[src/rtl/logic_unit_sequencer.sv]
// Self-test sequencer for the 4-lane AND/OR/XOR gate datapath: walks all 256
// {a,b} vectors under each mode, checks e_in against a reference, counts errors.
module logic_unit_sequencer #(
    parameter int SETTLE_CYCLES = 2,
    parameter int HOLD_CYCLES   = 1,
    parameter int ERR_W         = 10
) (
    input  logic             clk,
    input  logic             rst_n,
    input  logic             start,
    input  logic             abort,
    input  logic [3:0]       e_in,
    output logic [3:0]       a,
    output logic [3:0]       b,
    output logic             mode_and,
    output logic             mode_or,
    output logic             mode_xor,
    output logic [3:0]       res,
    output logic             busy,
    output logic             done,
    output logic             pass,
    output logic [ERR_W-1:0] err_cnt
);

    typedef enum logic [2:0] {IDLE, DRIVE, SETTLE, CHECK, HOLD, NEXT, DONE} state_t;

    localparam logic [15:0] SETTLE_LD = 16'(SETTLE_CYCLES > 0 ? SETTLE_CYCLES - 1 : 0);
    localparam logic [15:0] HOLD_LD   = 16'(HOLD_CYCLES > 0 ? HOLD_CYCLES - 1 : 0);

    state_t      state;
    logic [1:0]  midx;
    logic [15:0] cnt;
    logic [3:0]  expct;

    // The a/b output registers double as the vector counter {a,b}.
    always_comb begin
        case (midx)
            2'd0:    expct = a & b;
            2'd1:    expct = a | b;
            default: expct = a ^ b;
        endcase
    end

    always_ff @(posedge clk) begin
        if (!rst_n) begin
            state    <= IDLE;
            midx     <= 2'd0;
            cnt      <= 16'd0;
            a        <= 4'd0;
            b        <= 4'd0;
            mode_and <= 1'b0;
            mode_or  <= 1'b0;
            mode_xor <= 1'b0;
            res      <= 4'd0;
            busy     <= 1'b0;
            done     <= 1'b0;
            pass     <= 1'b0;
            err_cnt  <= '0;
        end else if (abort && state != IDLE) begin
            state    <= IDLE;
            a        <= 4'd0;
            b        <= 4'd0;
            mode_and <= 1'b0;
            mode_or  <= 1'b0;
            mode_xor <= 1'b0;
            busy     <= 1'b0;
            done     <= 1'b0;
        end else begin
            case (state)
                IDLE: begin
                    if (start && !abort) begin
                        err_cnt  <= '0;
                        done     <= 1'b0;
                        pass     <= 1'b0;
                        a        <= 4'd0;
                        b        <= 4'd0;
                        midx     <= 2'd0;
                        mode_and <= 1'b1;
                        mode_or  <= 1'b0;
                        mode_xor <= 1'b0;
                        busy     <= 1'b1;
                        state    <= DRIVE;
                    end
                end
                DRIVE: begin
                    cnt   <= SETTLE_LD;
                    state <= (SETTLE_CYCLES > 0) ? SETTLE : CHECK;
                end
                SETTLE: begin
                    if (cnt == 16'd0) state <= CHECK;
                    else              cnt   <= cnt - 16'd1;
                end
                CHECK: begin
                    if (e_in != expct && err_cnt != '1)
                        err_cnt <= err_cnt + 1'b1;
                    res   <= e_in;
                    cnt   <= HOLD_LD;
                    state <= (HOLD_CYCLES > 0) ? HOLD : NEXT;
                end
                HOLD: begin
                    if (cnt == 16'd0) state <= NEXT;
                    else              cnt   <= cnt - 16'd1;
                end
                NEXT: begin
                    if ({a, b} != 8'hFF) begin
                        {a, b} <= {a, b} + 8'd1;
                        state  <= DRIVE;
                    end else if (midx != 2'd2) begin
                        {a, b} <= 8'd0;
                        midx   <= midx + 2'd1;
                        {mode_xor, mode_or, mode_and} <= {mode_or, mode_and, 1'b0};
                        state  <= DRIVE;
                    end else begin
                        a        <= 4'd0;
                        b        <= 4'd0;
                        mode_and <= 1'b0;
                        mode_or  <= 1'b0;
                        mode_xor <= 1'b0;
                        busy     <= 1'b0;
                        state    <= DONE;
                    end
                end
                DONE: begin
                    done  <= 1'b1;
                    pass  <= (err_cnt == '0);
                    state <= IDLE;
                end
                default: state <= IDLE;
            endcase
        end
    end

endmodule

[config.mk]
export PLATFORM = sky130hd
export DESIGN_NAME = logic_unit_sequencer
export DESIGN_NICKNAME = d
export VERILOG_FILES = /design/src/rtl/logic_unit_sequencer.sv
export SDC_FILE = /design/constraint.sdc
export NUM_CORES = 1
export LEC_CHECK = 0
export CORE_MARGIN = 2
export CORE_UTILIZATION = 44
export CTS_CLUSTER_DIAMETER = 30
export CTS_CLUSTER_SIZE = 28
export DETAILED_ROUTE_END_ITERATION = 10
export PLACE_DENSITY = 0.65
export SYNTH_ARGS = -nofsm -noshare
export SYNTH_HDL_FRONTEND = slang
export SYNTH_SLANG_ARGS = --single-unit
[constraint.sdc]
create_clock -name clk -period 2.9 [get_ports clk]
set_input_delay 0.58 -clock clk [delete_from_list [all_inputs] [get_ports clk]]
set_output_delay 0.58 -clock clk [all_outputs]
set_load 0.03 [all_outputs]
# ---- After elaboration in Yosys (flattened, before gate mapping)
# Index checks and enable logic that the tools add are counted.
dict set report op_classes {
  n_addsub 4
  n_eq_ne 19
  mux 36
  n_bitwise 5
  reduce_logical 25
}
# cell count
set op_table {}
lappend op_table {{$pmux 16 s3} 1}
lappend op_table {{$pmux 4 s2} 3}
lappend op_table {{$mux 10} 2}
lappend op_table {{$pmux 10 s2} 1}
lappend op_table {{$ne 2x2->1 const B} 9}
lappend op_table {{$pmux 3 s6} 1}
lappend op_table {{$logic_not 16->1} 1}
lappend op_table {{$mux 16} 1}
lappend op_table {{$sub 16x1->16 const B} 1}
lappend op_table {{$mux 3} 5}
lappend op_table {{$mux 4} 3}
lappend op_table {{$pmux 1 s2} 6}
lappend op_table {{$reduce_and 3->1} 4}
lappend op_table {{$add 10x1->10 const B} 1}
lappend op_table {{$logic_not 10->1} 1}
lappend op_table {{$ne 10x10->1 const B} 1}
lappend op_table {{$eq 3x3->1 const B} 3}
lappend op_table {{$mux 1} 9}
lappend op_table {{$add 8x1->8 const B} 1}
lappend op_table {{$ne 8x8->1 const B} 1}
lappend op_table {{$reduce_and 4->1} 2}
lappend op_table {{$eq 3x2->1 const B} 2}
lappend op_table {{$mux 2} 3}
lappend op_table {{$reduce_and 2->1} 3}
lappend op_table {{17 further kinds} 24}
dict set report totals {
  reg_bits 49
  input_bits 8
  output_inout_bits 28
  wordCells 102
}

# ---- Depth between registers and ports, before layout
# Gate-level depths: netlist of run 1.
dict set report depth {
  word_depth 6
  mapped_depth 10
  ltp_nobuf 9
}

# ---- Worst setup path before layout of run 1
# No wires, ideal clock.
dict set report synth_timing {
  path_type {register -> register}
  startpoint {reg a[2]}
  endpoint {reg err_cnt[7]}
  setup_ns 0.087
  arrival_time_ns 2.364
  required_ns 2.813
  setup_slack_ns 0.449
  stages_incl_launch_ff 10
  n_path_buf 1
  period_less_slack_ns 2.451
  cell_sequence {dfxtp_1 inv_1 ha_1 a221oi_1 xor2_1 a41oi_1 nand2_1 or2_2 clkbuf_1 o31ai_1}
}
dict set report synth_between {
  elab_chain_len 6
  word_cells_on_any_way 8
  cone_classes {eq/ne: 2; mux: 1; bitwise: 3; reduce/logical: 2}
}
# element line_no
set synth_lines {}
lappend synth_lines {{start: declaration} 13} ;# output logic [3:0] a,
lappend synth_lines {{start signal: assignment} 106} ;# {a, b} <= {a, b} + 8'd1;
lappend synth_lines {{$xor 4x4->4 (tied with other cells)} 40} ;# default: expct = a ^ b;
lappend synth_lines {{$pmux 4 s2 (*)} 37} ;# case (midx)
lappend synth_lines {{$ne 4x4->1 (*)} 94} ;# if (e_in != expct && err_cnt != '1)
lappend synth_lines {{$logic_and 1x1->1 (*)} 94}
lappend synth_lines {{$ne 2x2->1 (no source line) (*)} -}
lappend synth_lines {{$reduce_and 4->1 (no source line) (*)} -}
lappend synth_lines {{end signal: assignment} 95} ;# err_cnt <= err_cnt + 1'b1;
lappend synth_lines {{end: declaration} 22} ;# output logic [ERR_W-1:0] err_cnt
# Every way passes the cells marked *; elsewhere a longest branch is shown, timed or not.
# A chain may end at the register's enable or synchronous reset.

# ---- Final worst setup path of run 1
dict set report layout_timing {
  startpoint {in abort}
  endpoint {reg cnt[4]}
}
dict set report layout_between {
  elab_chain_len 3
}
# element line_no
set layout_lines {}
lappend layout_lines {{start: declaration} 11} ;# input logic abort,
lappend layout_lines {{$logic_and 1x1->1} 59} ;# end else if (abort && state != IDLE) begin
lappend layout_lines {{$not 1->1 (no source line)} -}
lappend layout_lines {{$reduce_and 3->1 (no source line)} -}
lappend layout_lines {{end signal: assignment} 91} ;# else cnt <= cnt - 16'd1;
lappend layout_lines {{end signal: assignment} 102} ;# else cnt <= cnt - 16'd1;
lappend layout_lines {{end: declaration} 32} ;# logic [15:0] cnt;
# No other way between the ends.

==> results of run 1 <==
==> registers in the layout, summed over array words and instances (netlist names), 2 cells and up <==
signal / cells
a: 4
b: 4
cnt: 16
err_cnt: 10
midx: 2
res: 4
state: 3
==> where the power goes <==
part	internal [uW]	leakage, uW	switching, uW	total, uW
clock	258	0.0000543	248	507
sequential	760	0.000396	85.1	845
combinational	334	0.000776	494	827
==> logic make-up (layout without fill, tap and decap cells) <==
group | after synthesis | after routing | synth area share
mux | 7 | 7 | 0.0260
buf+inv | 29 | 70 | 0.0423
flops | 49 | 49 | 0.365
xor+xnor | 15 | 15 | 0.0488
fa+ha+maj | 15 | 15 | 0.0698
simple gates | 153 | 153 | 0.282
compound gates | 71 | 71 | 0.167
==> placed cells by master, fill, tap and decap left out, types with 2 or more instances in the layout <==
cell | Yosys | final
a221oi_1 | 5 | 5
o31ai_1 | 4 | 4
xor2_1 | 10 | 10
nor2b_1 | 15 | 15
nor2_1 | 50 | 50
ha_1 | 15 | 15
a22oi_1 | 2 | 2
and4_1 | 2 | 2
and3_1 | 12 | 12
a211oi_1 | 2 | 2
xnor2_1 | 5 | 5
or4_1 | 4 | 4
dfxtp_1 | 49 | 49
a31oi_1 | 2 | 2
o21ai_1 | 2 | 2
o21ai_0 | 23 | 23
nand3_1 | 8 | 8
nand2_1 | 32 | 32
nand2b_1 | 5 | 5
mux2i_1 | 7 | 7
or3_1 | 3 | 3
clkdlybuf4s50_1 | 0 | 35
nor4_1 | 5 | 5
a21oi_1 | 20 | 20
nand4_1 | 4 | 4
buf_4 | 1 | 11
inv_1 | 16 | 16
nor3_1 | 6 | 6
nor3b_1 | 2 | 2
clkbuf_8 | 0 | 5
==> critical path, delay by kind of cell <==
family / cells / cell delay, ps
simple gates: 4 / 1260
compound gates: 1 / 90
buf+inv: 2 / 560
xor+xnor: 1 / 130
==> path summary, 6_finish.rpt <==
| kind | start | to | slack, ps |
|---|---|---|---|
| min reg2reg | mode_and | mode_and | 480 |
| max | abort | cnt[4] | 460 |
| max reg2reg | a[0] | err_cnt[9] | 460 |
| min | mode_and | mode_and | 480 |
==> Yosys cell counts, drive strengths merged (6+ instances only) <==
cell type,n
a21oi,20
and3,12
clkbuf,10
dfxtp,49
ha,15
inv,16
mux2i,7
nand2,32
nand3,8
nor2,50
nor2b,15
nor3,6
o21ai,25
xor2,10
==> layer usage <==
layer	part of all wire	routed length [um]
met1	0.51	3160
met2	0.44	2710
met3	0.036	224
met4	0.0089	55
met5	0	0
==> final cells by class <==
class / count / area (sq um)
repair buffers: 46 / 433
flip-flops and latches: 49 / 981
well taps: 75 / 93.8
clock inverters: 3 / 46.3
clock buffers: 5 / 68.8
multi-input cells: 261 / 1600
inverters: 16 / 60.1
fillers: 568 / 2640
==> metrics by stage <==
stage | area, sq um | hold WS [ps] | worst slack (ps) | power, uW | util
after floorplan | 2690 | 471 | 449 | 1530 | -
after global placement | 3160 | 463 | 217 | 1670 | 0.534
after detailed placement | 3160 | 476 | 153 | 1680 | 0.534
after CTS | 3280 | 489 | 437 | 2190 | 0.554
after global routing | 3280 | 508 | 231 | 2350 | 0.554
final | 3280 | 484 | 457 | 2180 | 0.554
==> metrics.log, run 1 <==
[metrics] area of the core region: between 5000 and 6000 sq um
[metrics] worst-case clock buffer depth: 2
[metrics] via count of the first global-routing pass: approximately 2300
[metrics] final net count: around 400
[metrics] via count: about 2500
[metrics] aggregate global-route resource usage: 0.198
[metrics] DP Wirelength: 4510 um
[metrics] clk slew on worst S/H paths: around 100 ps
[metrics] synthesis-to-finish area growth: 21.9%
[metrics] kind of end point of the critical path: flop
[metrics] Port Buffers: 35
[metrics] time the worst path needs with I/O delays and setup: 2440 ps
[metrics] data required time of the critical path: 3080 ps
[metrics] detailed-route DRC error count: 0
[metrics] GR Overflow Total: 0
[metrics] latest clock arrival within the worst-skew pair: about 310 ps
[metrics] critical path cell sequence: clkdlybuf4s50_1, inv_1, and4_1, o31ai_4, nor3b_1, nor2b_1, xnor2_1, nor2_1
[metrics] number of optimization iterations in the first detailed-route pass: 4
[metrics] Period Utilization, post-route: 0.843
[metrics] die width: 82.2 um
[metrics] TritonCTS Sinks: ~50
[metrics] GRT met2 Usage: 0.299
[metrics] Setup Viol. Count Final: 0
[metrics] Die Area: between 6000 and 7000 sq um
[metrics] library cell used as clock root buffer: clkbuf_8
[metrics] ratio of routed vias to standard cells: approximately 5.4
[metrics] hold bufs inserted after CTS: 0
[metrics] Layout Skew: a little over 8 ps
[metrics] number of placed cells counting well taps: ~450
[metrics] largest net degree at the start of global routing: 20
[metrics] kind of critical path: input port to flop
[metrics] max-cap viol count: 0
[metrics] count of cells along the worst register-to-register path: 8
[metrics] synthesized instance count: approximately 340
[metrics] GR met1 Demand/Resource: 0.279
[metrics] library cell contributing the largest single delay on the critical path: nor3b_1
[metrics] count of pins over their slew limit: 0
[metrics] final-report hold violation count: 0
[metrics] met3 demand-to-capacity share in global routing: 0.0511
[metrics] worst-margin pin slew: around 830 ps
[metrics] largest area contributor in the synthesized netlist: dfxtp_1
[metrics] wire length of the first global-routing pass: around 11000 um
[metrics] standard-cell rows: 28
[metrics] total wirelength of the detailed-routed design: a little over 6000 um
[metrics] worst min path class: flop to flop
[metrics] Syn Nets: around 360
[metrics] vertical die dimension: between 80 and 90 um
[metrics] library cells used by synthesis: 47
[metrics] antenna diode count: 0
[metrics] post-synth design cell area: about 2700 sq um
[metrics] worst path arrival time: 2630 ps
[metrics] number of DRC violations after detailed-routing iteration 0: between 90 and 100
[metrics] number of flops mapped to enable cells by yosys: 0
[metrics] top flip-flop cell by instance count after synthesis: dfxtp_1
[metrics] cell types occupying the most area after synthesis: dfxtp_1 (36%), ha_1 (7.0%), nor2_1 (7.0%)
[metrics] Yosys reg bits: 49
[metrics] total power density per cell area: about 660 nW/um^2
[metrics] fraction of the yosys area taken by sequential cells: 0.365
[metrics] number of levels the H-tree was split into: 2
[metrics] largest fanout on the critical path: 7
[metrics] starting utilization of the core area: 0.454
[metrics] average routed wire per standard cell: 13.5 um
[metrics] worst hold path cell count: 2
[metrics] aggregate negative setup slack: 0 ps
[metrics] # IOs: 36
[metrics] gp weighted congestion: ~0.85
[metrics] clock tree from TritonCTS: done
[metrics] result of the run: finished clean
[metrics] critical path's largest stage delay: approximately 700 ps
[metrics] fraction of synthesized cell area taken by the top area cell type: 0.365
[metrics] number of antenna violations at the first check in global routing: 0
[metrics] Lkg Pwr: roughly 0.0012 uW
[metrics] PostCTS Resize Cnt: 0
[metrics] fmax: approximately 410 MHz
[metrics] layout cell share with drive strength beyond 1: 0.0605
[metrics] remaining number of nets flagged by the antenna check after routing: 0
[metrics] peak supply drop: around 0.00052 V
[metrics] number of synthesis warnings: 0
[metrics] post-layout instance count excluding filler cells: around 460
[metrics] Synth Area per Inst: just under 8 sq um
[metrics] share of synthesized flip-flops with an asynchronous set or reset: 0
[metrics] Most Crowded Layer GR: met2
[metrics] type of origin of the critical path: input port
[metrics] setup repair after global routing missed its margin: no
[metrics] number of buffers created by CTS: 5
[metrics] buffers inserted by post-CTS timing repair: 0
[metrics] remaining max-slew budget at the tightest pin: 0.446
Note: power is estimated with default switching activity, not from simulation.
==> run 2: changes to the inputs <==
Clock period 2.9 ns to 2.4 ns, I/O delays scaled along.
==> metrics.log, run 2 (synthesis results as in run 1) <==
[metrics] DP Wirelength: 4730 um (+5.0%)
[metrics] worst min path class: flop to flop
[metrics] Die Area: 6760 sq um (unchanged)
[metrics] worst path arrival time: 2490 ps (-140 ps)
[metrics] kind of end point of the critical path: flop
[metrics] Largest register FFs: 16 (unchanged)
[metrics] synthesis-to-finish area growth: 29.9%
[metrics] final net count: 423 (+5.2%)
[metrics] Lkg Pwr: 0.00134 uW (+9.4%)
[metrics] PostCTS Resize Cnt: 1 (+1)
[metrics] Layout Skew: 8.07 ps (-0.129 ps)
[metrics] average routed wire per standard cell: 13.6 um (+0.73%)
[metrics] total power density per cell area: 836 nW/um^2 (+26%)
[metrics] worst hold path cell count: 2 (unchanged)
[metrics] reg-to-reg critical path startpoint: cnt[11]
[metrics] fmax: about 440 MHz
[metrics] vertical die dimension: 82.2 um (unchanged)
[metrics] most common library cell in the layout ignoring fill and taps: nor2_1
[metrics] power dissipated by switching net loads: 1070 uW (+30%)
[metrics] largest register by flop count: cnt
[metrics] gp weighted congestion: 0.862 (+1.5%)
[metrics] total wirelength of the detailed-routed design: 6480 um (+5.4%)
[metrics] antenna diode count: 0 (unchanged)
[metrics] Port Buffers: 35 (unchanged)
[metrics] time the worst path needs with I/O delays and setup: ~2300 ps
[metrics] peak supply drop: 0.000650 V (+26%)
[metrics] remaining number of nets flagged by the antenna check after routing: 0 (unchanged)
[metrics] ratio of routed vias to standard cells: 5.39 (-0.13%)
[metrics] hold bufs inserted after CTS: 0 (unchanged)
[metrics] Setup Viol. Count Final: 0 (unchanged)
[metrics] type of origin of the critical path: flop
[metrics] number of buffers created by CTS: 5 (unchanged)
[metrics] number of optimization iterations in the first detailed-route pass: 4 (unchanged)
[metrics] via count of the first global-routing pass: 2300 (-0.22%)
[metrics] biggest registers after layout: cnt (16), err_cnt (10)
[metrics] largest net degree at the start of global routing: 17 (-15%)
[metrics] net switching fraction of the power: 0.368 (-0.0114)
[metrics] count of pins over their slew limit: 0 (unchanged)
[metrics] largest fanout on the critical path: 7 (unchanged)
[metrics] standard-cell rows: 28 (unchanged)
[metrics] proportion of power drawn by the clock network: 0.212 (-0.020)
[metrics] remaining max-slew budget at the tightest pin: 0.494 (+0.0484)
[metrics] starting utilization of the core area: 0.454 (unchanged)
[metrics] result of the run: finished clean
[metrics] aggregate global-route resource usage: 0.202 (+0.00362)
[metrics] post-layout instance area: 3490 sq um (+6.6%)
[metrics] detailed-route DRC error count: 0 (unchanged)
[metrics] library cell contributing the largest single delay on the critical path: or4b_4
[metrics] setup repair after global routing missed its margin: no
[metrics] count of cells along the worst register-to-register path: 7 (-1)
[metrics] worst-margin pin slew: 757 ps (-72.5 ps)
[metrics] Internal Dissipation: 1850 uW (+36%)
[metrics] worst-case clock buffer depth: 2 (unchanged)
[metrics] final-report hold violation count: 0 (unchanged)
[metrics] placed cell areas: 3330 sq um (+5.2%)
[metrics] area of the core region: 5920 sq um (unchanged)
[metrics] path length in cells of the critical path: 7 (-1)
[metrics] Period Utilization, post-route: 0.953
[metrics] latest clock arrival within the worst-skew pair: 310 ps (about the same)
[metrics] layout cell share with drive strength beyond 1: 0.145 (+0.0841)
[metrics] fraction of power consumed by combinational cells: 0.441 (+0.061)
[metrics] sequential cell fraction of total power: 0.347 (-0.041)
[metrics] buffers inserted by post-CTS timing repair: 0 (unchanged)
[metrics] Overall Power: 2920 uW (+34%)
[metrics] via count: 2566 (+4.5%)
[metrics] wire length of the first global-routing pass: 10700 um (+1.6%)
[metrics] TritonCTS Sinks: 49 (unchanged)
[metrics] critical path's largest stage delay: 560 ps (-140 ps)
[metrics] number of antenna violations at the first check in global routing: 0 (unchanged)
[metrics] clk slew on worst S/H paths: 100 ps (about the same)
[metrics] delay-heaviest family, CP: simple AND/OR/NAND/NOR gates
[metrics] Min-Delay Startpoint: mode_and
[metrics] library cell used as clock root buffer: clkbuf_8
[metrics] combined buffer and inverter count along the critical path: 0 (-2)
[metrics] data required time of the critical path: 2600 ps (-480 ps)
[metrics] critical path cell sequence: or4_1, or4b_4, o31ai_4, nor3b_1, nor2b_1, xnor2_1, nor2_1
[metrics] top library cells by usage in the layout, fill and taps aside: nor2_1 (49), dfxtp_1 (44), clkdlybuf4s50_1 (35), nand2_1 (32), buf_4 (32)
[metrics] number of DRC violations after detailed-routing iteration 0: 78 (-19%)
[metrics] die width: 82.2 um (unchanged)
[metrics] max-cap viol count: 0 (unchanged)
[metrics] CP Launch Point: cnt[11]
[metrics] # IOs: 36 (unchanged)
[metrics] clock tree from TritonCTS: done
[metrics] GR Overflow Total: 0 (unchanged)
[metrics] number of levels the H-tree was split into: 2 (unchanged)
[metrics] kind of critical path: flop to flop
## run 2: area by class of cell
type | count | area [sq um]
multi-input cells | 261 | 1650
clock inverters | 3 | 46.3
fillers | 554 | 2430
repair buffers | 67 | 591
clock buffers | 5 | 68.8
flip-flops and latches | 49 | 987
well taps | 75 | 93.8
inverters | 16 | 60.1
## run 2: power groups by stage
stage	combinational [uW]	sequential [uW]	clock (uW)
4_1_cts	1280	1010	630
3_5_place_dp	1270	1030	0
5_1_grt	1430	1030	656
2_1_floorplan	822	1030	0
6_report	1290	1010	618
3_3_place_gp	1250	1030	0
## run 2: worst paths after layout
kind	endpoint	slack, ps
setup / recovery	cnt[4]	110
hold reg to reg	mode_and	480
setup reg to reg	cnt[4]	110
hold / removal	mode_and	480
## run 2: through the flow
step | utilization | hold WS (ps) | setup WS (ps) | cells | TNS [ps]
6_report | 0.590 | 478 | 113 | 476 | 0
5_1_grt | 0.590 | 504 | 9.28 | 476 | 0
4_1_cts | 0.582 | 480 | 55.7 | 476 | 0
3_5_place_dp | 0.562 | 466 | -121 | 468 | -973
3_3_place_gp | 0.562 | 461 | -110 | 468 | -622
2_1_floorplan | - | 471 | 3.27 | 339 | 0
## run 2: layer usage
layer | track usage | routed length (um)
met1 | 0.288 | 3220
met3 | 0.0359 | 236
met5 | 0 | 0
met4 | 0.0683 | 89
met2 | 0.306 | 2930
## run 2: worst min-delay path: cells and delay by family (launching register included)
| family | cells | cell delay, ps |
|---|---|---|
| AOI/OAI and AO/OA | 1 | 50 |
| DFF | 1 | 330 |
| and+or+nand+nor | 1 | 50 |
